File: src/rtl/muldiv_unit.sv
// Sequential multiply/divide engine that owns the HI/LO registers.
// It takes 32 shift-add or restoring-divide steps, then signals a one-cycle valid pulse.
//
// state  | meaning
// S_IDLE | waiting for start; MTHI/MTLO write here in a single cycle
// S_CALC | one iteration per cycle, cnt_q counts steps 0..WIDTH-1
// S_DONE | result already committed to hi/lo; valid is high for this cycle
module muldiv_unit #(
  parameter int WIDTH = 32
) (
  input  logic             clk,
  input  logic             resetn,
  input  logic [7:0]       alucontrol,
  input  logic             start,
  input  logic             flush,
  input  logic [WIDTH-1:0] a,
  input  logic [WIDTH-1:0] b,
  output logic             busy,
  output logic             valid,
  output logic [WIDTH-1:0] hi,
  output logic [WIDTH-1:0] lo
);

  localparam int CW = $clog2(WIDTH);

  typedef enum logic [1:0] {
    S_IDLE = 2'd0,
    S_CALC = 2'd1,
    S_DONE = 2'd2
  } state_t;

  state_t           state_q, state_d;
  logic [CW-1:0]    cnt_q, cnt_d;
  logic [WIDTH-1:0] acc_q, acc_d, low_q, low_d, opnd_q, opnd_d;
  logic [WIDTH-1:0] hi_q, hi_d, lo_q, lo_d;
  logic             is_div_q, is_div_d, neg_a_q, neg_a_d, neg_b_q, neg_b_d;
  logic             divz_q, divz_d, busy_q, busy_d, valid_q, valid_d;

  logic             op_mul, op_div, op_sgn, op_mthi, op_mtlo, sa, sb;
  logic [WIDTH-1:0] abs_a, abs_b, step_acc, step_low;
  logic [WIDTH:0]   mul_sum, div_shift, div_diff;
  logic [2*WIDTH-1:0] prod, prod_fix;

  assign op_mul  = (alucontrol == 8'h18) || (alucontrol == 8'h19);
  assign op_div  = (alucontrol == 8'h1A) || (alucontrol == 8'h1B);
  assign op_sgn  = (alucontrol == 8'h18) || (alucontrol == 8'h1A);
  assign op_mthi = (alucontrol == 8'h11);
  assign op_mtlo = (alucontrol == 8'h13);

  assign sa    = op_sgn & a[WIDTH-1];
  assign sb    = op_sgn & b[WIDTH-1];
  assign abs_a = sa ? -a : a;
  assign abs_b = sb ? -b : b;

  // {acc_q, low_q} is the product/shift register: acc holds the running upper
  // half (mult) or partial remainder (div); low holds multiplier or dividend bits.
  assign mul_sum   = {1'b0, acc_q} + (low_q[0] ? {1'b0, opnd_q} : '0);
  assign div_shift = {acc_q, low_q[WIDTH-1]};
  assign div_diff  = div_shift - {1'b0, opnd_q};

  assign step_acc = is_div_q ? (div_diff[WIDTH] ? div_shift[WIDTH-1:0] : div_diff[WIDTH-1:0])
                             : mul_sum[WIDTH:1];
  assign step_low = is_div_q ? {low_q[WIDTH-2:0], ~div_diff[WIDTH]}
                             : {mul_sum[0], low_q[WIDTH-1:1]};

  assign prod     = {step_acc, step_low};
  assign prod_fix = (neg_a_q ^ neg_b_q) ? -prod : prod;

  always_comb begin
    state_d  = state_q;
    cnt_d    = cnt_q;
    acc_d    = acc_q;
    low_d    = low_q;
    opnd_d   = opnd_q;
    hi_d     = hi_q;
    lo_d     = lo_q;
    is_div_d = is_div_q;
    neg_a_d  = neg_a_q;
    neg_b_d  = neg_b_q;
    divz_d   = divz_q;
    case (state_q)
      S_IDLE: begin
        if (start && !flush) begin
          if (op_mul || op_div) begin
            state_d  = S_CALC;
            cnt_d    = '0;
            acc_d    = '0;
            is_div_d = op_div;
            neg_a_d  = sa;
            neg_b_d  = sb;
            low_d    = op_div ? abs_a : abs_b;
            opnd_d   = op_div ? abs_b : abs_a;
            divz_d   = op_div && (b == '0);
          end else if (op_mthi) begin
            hi_d = a;
          end else if (op_mtlo) begin
            lo_d = a;
          end
        end
      end
      S_CALC: begin
        if (flush) begin
          state_d = S_IDLE;
          cnt_d   = '0;
        end else begin
          acc_d = step_acc;
          low_d = step_low;
          cnt_d = cnt_q + CW'(1);
          if (cnt_q == CW'(WIDTH - 1)) begin
            state_d = S_DONE;
            if (is_div_q) begin
              // Remainder follows the dividend sign; divide-by-zero forces all-ones quotient.
              lo_d = divz_q ? '1 : ((neg_a_q ^ neg_b_q) ? -step_low : step_low);
              hi_d = neg_a_q ? -step_acc : step_acc;
            end else begin
              {hi_d, lo_d} = prod_fix;
            end
          end
        end
      end
      S_DONE: begin
        state_d = S_IDLE;
        cnt_d   = '0;
      end
      default: begin
        state_d = S_IDLE;
        cnt_d   = '0;
      end
    endcase
    busy_d  = (state_d != S_IDLE);
    valid_d = (state_d == S_DONE);
  end

  always_ff @(posedge clk or negedge resetn) begin
    if (!resetn) begin
      state_q  <= S_IDLE;
      cnt_q    <= '0;
      acc_q    <= '0;
      low_q    <= '0;
      opnd_q   <= '0;
      hi_q     <= '0;
      lo_q     <= '0;
      is_div_q <= 1'b0;
      neg_a_q  <= 1'b0;
      neg_b_q  <= 1'b0;
      divz_q   <= 1'b0;
      busy_q   <= 1'b0;
      valid_q  <= 1'b0;
    end else begin
      state_q  <= state_d;
      cnt_q    <= cnt_d;
      acc_q    <= acc_d;
      low_q    <= low_d;
      opnd_q   <= opnd_d;
      hi_q     <= hi_d;
      lo_q     <= lo_d;
      is_div_q <= is_div_d;
      neg_a_q  <= neg_a_d;
      neg_b_q  <= neg_b_d;
      divz_q   <= divz_d;
      busy_q   <= busy_d;
      valid_q  <= valid_d;
    end
  end

  assign busy  = busy_q;
  assign valid = valid_q;
  assign hi    = hi_q;
  assign lo    = lo_q;

endmodule
File: config.mk
export PLATFORM = sky130hd
export DESIGN_NAME = muldiv_unit
export DESIGN_NICKNAME = d
export VERILOG_FILES = /design/src/rtl/muldiv_unit.sv
export SDC_FILE = /design/constraint.sdc
export NUM_CORES = 1
export LEC_CHECK = 0
export BUFFER_PORTS_ARGS = -buffer_cell sky130_fd_sc_hd__buf_2
export CAP_MARGIN = 15
export CELL_PAD_IN_SITES_DETAIL_PLACEMENT = 0
export CELL_PAD_IN_SITES_GLOBAL_PLACEMENT = 2
export CORE_MARGIN = 10
export CORE_UTILIZATION = 36
export DETAILED_ROUTE_END_ITERATION = 8
export PLACE_DENSITY_LB_ADDON = 0.25
export SYNTH_ARGS = -nofsm -noshare
export SYNTH_HDL_FRONTEND = slang
export SYNTH_SLANG_ARGS = --single-unit
File: constraint.sdc
create_clock -name clk -period 6 [get_ports clk]
set_input_delay 0.3 -clock clk [delete_from_list [all_inputs] [get_ports clk]]
set_output_delay 0.3 -clock clk [all_outputs]
set_load 0.005 [all_outputs]
==> impl_metrics.csv <==
group,metric,value,unit
run_status,status,"finished, final reports clean",
finish,n_antenna_cell,0,
sta,fin_crit,5.721,ns
power_and_ir_drop,power.density,220.7,nW/µm²
synth,ys_async_sr_fraction,1.000,
clocking,cts_made_buffers,17,
setup_path,startpoint,"low_q[31]",
finish,nets,2414,
floorplanning,dieArea,54000,µm²
grt,grt_max_degree,88,
routing,ant_nets,0,
routing,drc,0,
setup_path,r2r_setup_slack,0.28,ns
routing,wl_per_cell,26.86,µm
sta,maxSlewViolCount,0,
place,globalplace.congestion,1.060,
synth,ys_ff_latch,173,
routing,drt_iter0_markers,1753,
synth,synth_cell_types,99,
setup_path,critPathLaunchType,"register",
sta,rsz0062_at_grt,"no",
clocking,cts_sinks,173,
setup_path,rr_worst_depth,18,
synth,synth-main-ff-cell,"dfrtp_1",
clocking,clk_pin_slew_worst_paths,0.08,ns
clocking,htree_num_levels,4,
routing,vias_per_cell,6.032,
floorplanning,core_area,44410,µm²
floorplanning,dieWidth,232.4,µm
synth,synth_area,16240,µm²
grt,antenna_found_initial,6,
sta,finalSetupTns,0,ns
setup_path,r2r_end,"hi[28]",
sta,period_share,0.9535,
synth,synth.avg_cell_area,7.434,µm²
sta,hold_viol,0,
finish,layout_common_cells,"nand2_1 (250), a21oi_1 (238), o21ai_0 (224), nor2_1 (217), dfrtp_1 (172)",
sta,skew,0.01584,ns
floorplanning,initial_core_util,0.3656,
place,port_buffers,141,
routing,vias,17320,
floorplanning,rows,77,
clocking,clockRootBuffer,"clkbuf_16",
setup_path,cp.required,6.35,ns
setup_path,worstPathArrival,6.07,ns
setup_path,cp-endpoint,"hi[28]",
sta,worst_pin_slew,1.200,ns
grt,grt.overflow.total,0,
finish,utilization,0.4088,
floorplanning,die_h,232.4,µm
setup_path,cp_max_fo,19,
grt,grt.total_usage,0.2803,
synth,synth_edf_count,0,
hold_path,hold_path_class,"in -> reg",
clocking,cts_tree,"yes",
sta,fmax,174.8,MHz
floorplanning,ios,142,
finish,layout_commonest_cell,"nand2_1",
grt,grt_pass1_vias,16750,
clocking,clk_path_buf_depth,2,
setup_path,r2r-start,"low_q[31]",
finish,area_delta_synth_final,11.81,%
sta,setup_viol,0,
synth,synthesis.nets,2332,
synth,yosysSeqAreaShare,0.2666,
power_and_ir_drop,power_leakage,8.028,nW
sta,slew_headroom,0.1972,
finish,drive_above_1_share,0.1268,
setup_path,end_kind,"register",
synth,synth_cells,2184,
setup_path,crit_type,"reg -> reg",
job,drv_cap,0,
place,dpl.hpwl,60150,µm
routing,firstDrtPassIters,5,
grt,grt_pass1_wl,113400,µm
routing,wirelength,77110,µm
power_and_ir_drop,vdd_drop_max,0.0001989,V
synth,synth-warning-count,0,
clocking,clock_latency,0.48,ns
-- metal layers --
layer,GRT usage,part of all wire
met5,0,0
met4,0.1538,0.057
met3,0.04417,0.060
met2,0.4386,0.45
met1,0.3639,0.43
-- stage by stage --
step                std cells  setup WS (ns)  cell area (µm²)  hold slack [ns]  power, mW
floorplan                2184          1.352            16240         0.004409      2.276
global placement         2838         0.2686            17580           0.4327      2.860
detailed placement       2838         0.2125            17580           0.4398      2.854
CTS                      2871         0.1769            18150           0.1451      3.997
global route             2871       0.009318            18150           0.1756      4.192
finish                   2871         0.2789            18150           0.1675      4.007
-- power breakdown --
part / total [mW] / internal [mW] / switching (mW)
Clock: 1.14 / 0.587 / 0.554
Sequential: 1.43 / 1.29 / 0.138
Combinational: 1.44 / 0.495 / 0.946
-- kinds of logic (layout without fill, tap and decap cells) --
group | after synthesis | count (layout) | share of synthesized area
XOR/XNOR | 160 | 160 | 0.08631
buffers and inverters | 199 | 294 | 0.04916
flip-flops | 173 | 173 | 0.2666
multiplexers | 47 | 47 | 0.02921
AND/OR/NAND/NOR | 784 | 784 | 0.2296
AO/OA/AOI/OAI | 749 | 749 | 0.2827
adder cells (fa/ha/maj) | 72 | 72 | 0.05641
-- layout make-up --
cell class / count / area (µm²)
inverters: 68 / 255.2
flip-flops and latches: 173 / 4333
well taps: 592 / 740.7
fillers: 4681 / 26260
clock inverters: 12 / 115.1
clock buffers: 20 / 446.7
repair buffers: 194 / 1125
multi-input cells: 1812 / 11140
-- cell usage after synthesis, types with 24 or more instances --
cell type | number | area (µm²)
inv_1 | 65 | 244.0
mux2i_1 | 44 | 440.4
nor3_1 | 39 | 195.2
clkbuf_1 | 92 | 345.3
nand3_1 | 64 | 320.3
a31oi_1 | 37 | 231.5
xnor2_1 | 94 | 823.3
nand2_1 | 251 | 942.2
ha_1 | 70 | 875.8
o21ai_0 | 224 | 1121
and2_1 | 42 | 262.8
nand4_1 | 27 | 168.9
or3_1 | 24 | 150.1
o22ai_1 | 33 | 206.5
dfrtp_1 | 173 | 4329
a21oi_1 | 238 | 1191
nor2_1 | 218 | 818.3
o31ai_1 | 25 | 187.7
xor2_1 | 66 | 578.1
-- timing repair --
| action | 4_1_cts | 5_1_grt |
|---|---|---|
| setup buffers | 0 | 0 |
| hold buffers | 1 | 0 |
| endpoints found under the hold margin | 66 | 0 |
| gates resized for setup | 0 | 2 |
| endpoints found under the setup margin | 0 | 9 |
-- worst min path at each step --
stage | startpoint | end | slack (ns) | cells after the start
detailed placement | resetn | hi[21] | 0.44 | 1
floorplan | resetn | acc_q[0] | 0.004 | 0
global route | b[30] | divz_q | 0.18 | 3
finish | b[30] | divz_q | 0.17 | 3
global placement | resetn | hi[27] | 0.43 | 1
CTS | b[30] | divz_q | 0.15 | 3
-- registers in the layout, indices dropped and copies added, names as in the netlist, 2 cells and up --
| name | cells |
|---|---|
| low_q | 32 |
| opnd_q | 32 |
| acc_q | 32 |
| lo | 32 |
| state_q | 2 |
| cnt_q | 5 |
| hi | 32 |
-- critical path, cell delays in order (launching register included) --
cell and delay, ns:
dfrtp_1 0.39, inv_1 0.10, ha_1 0.24, fa_1 0.42
nand2b_1 0.22, a211oi_2 0.37, o21a_2 0.29, o21ai_2 0.13
a21oi_1 0.21, buf_4 0.34, nor2_2 0.15, buf_4 0.25
a31oi_1 0.62, and4_1 0.42, nand2_1 0.13, nor4_1 0.65
a21oi_1 0.17, xnor2_1 0.18, a221o_1 0.32
Power figures use the tool's default switching activity.
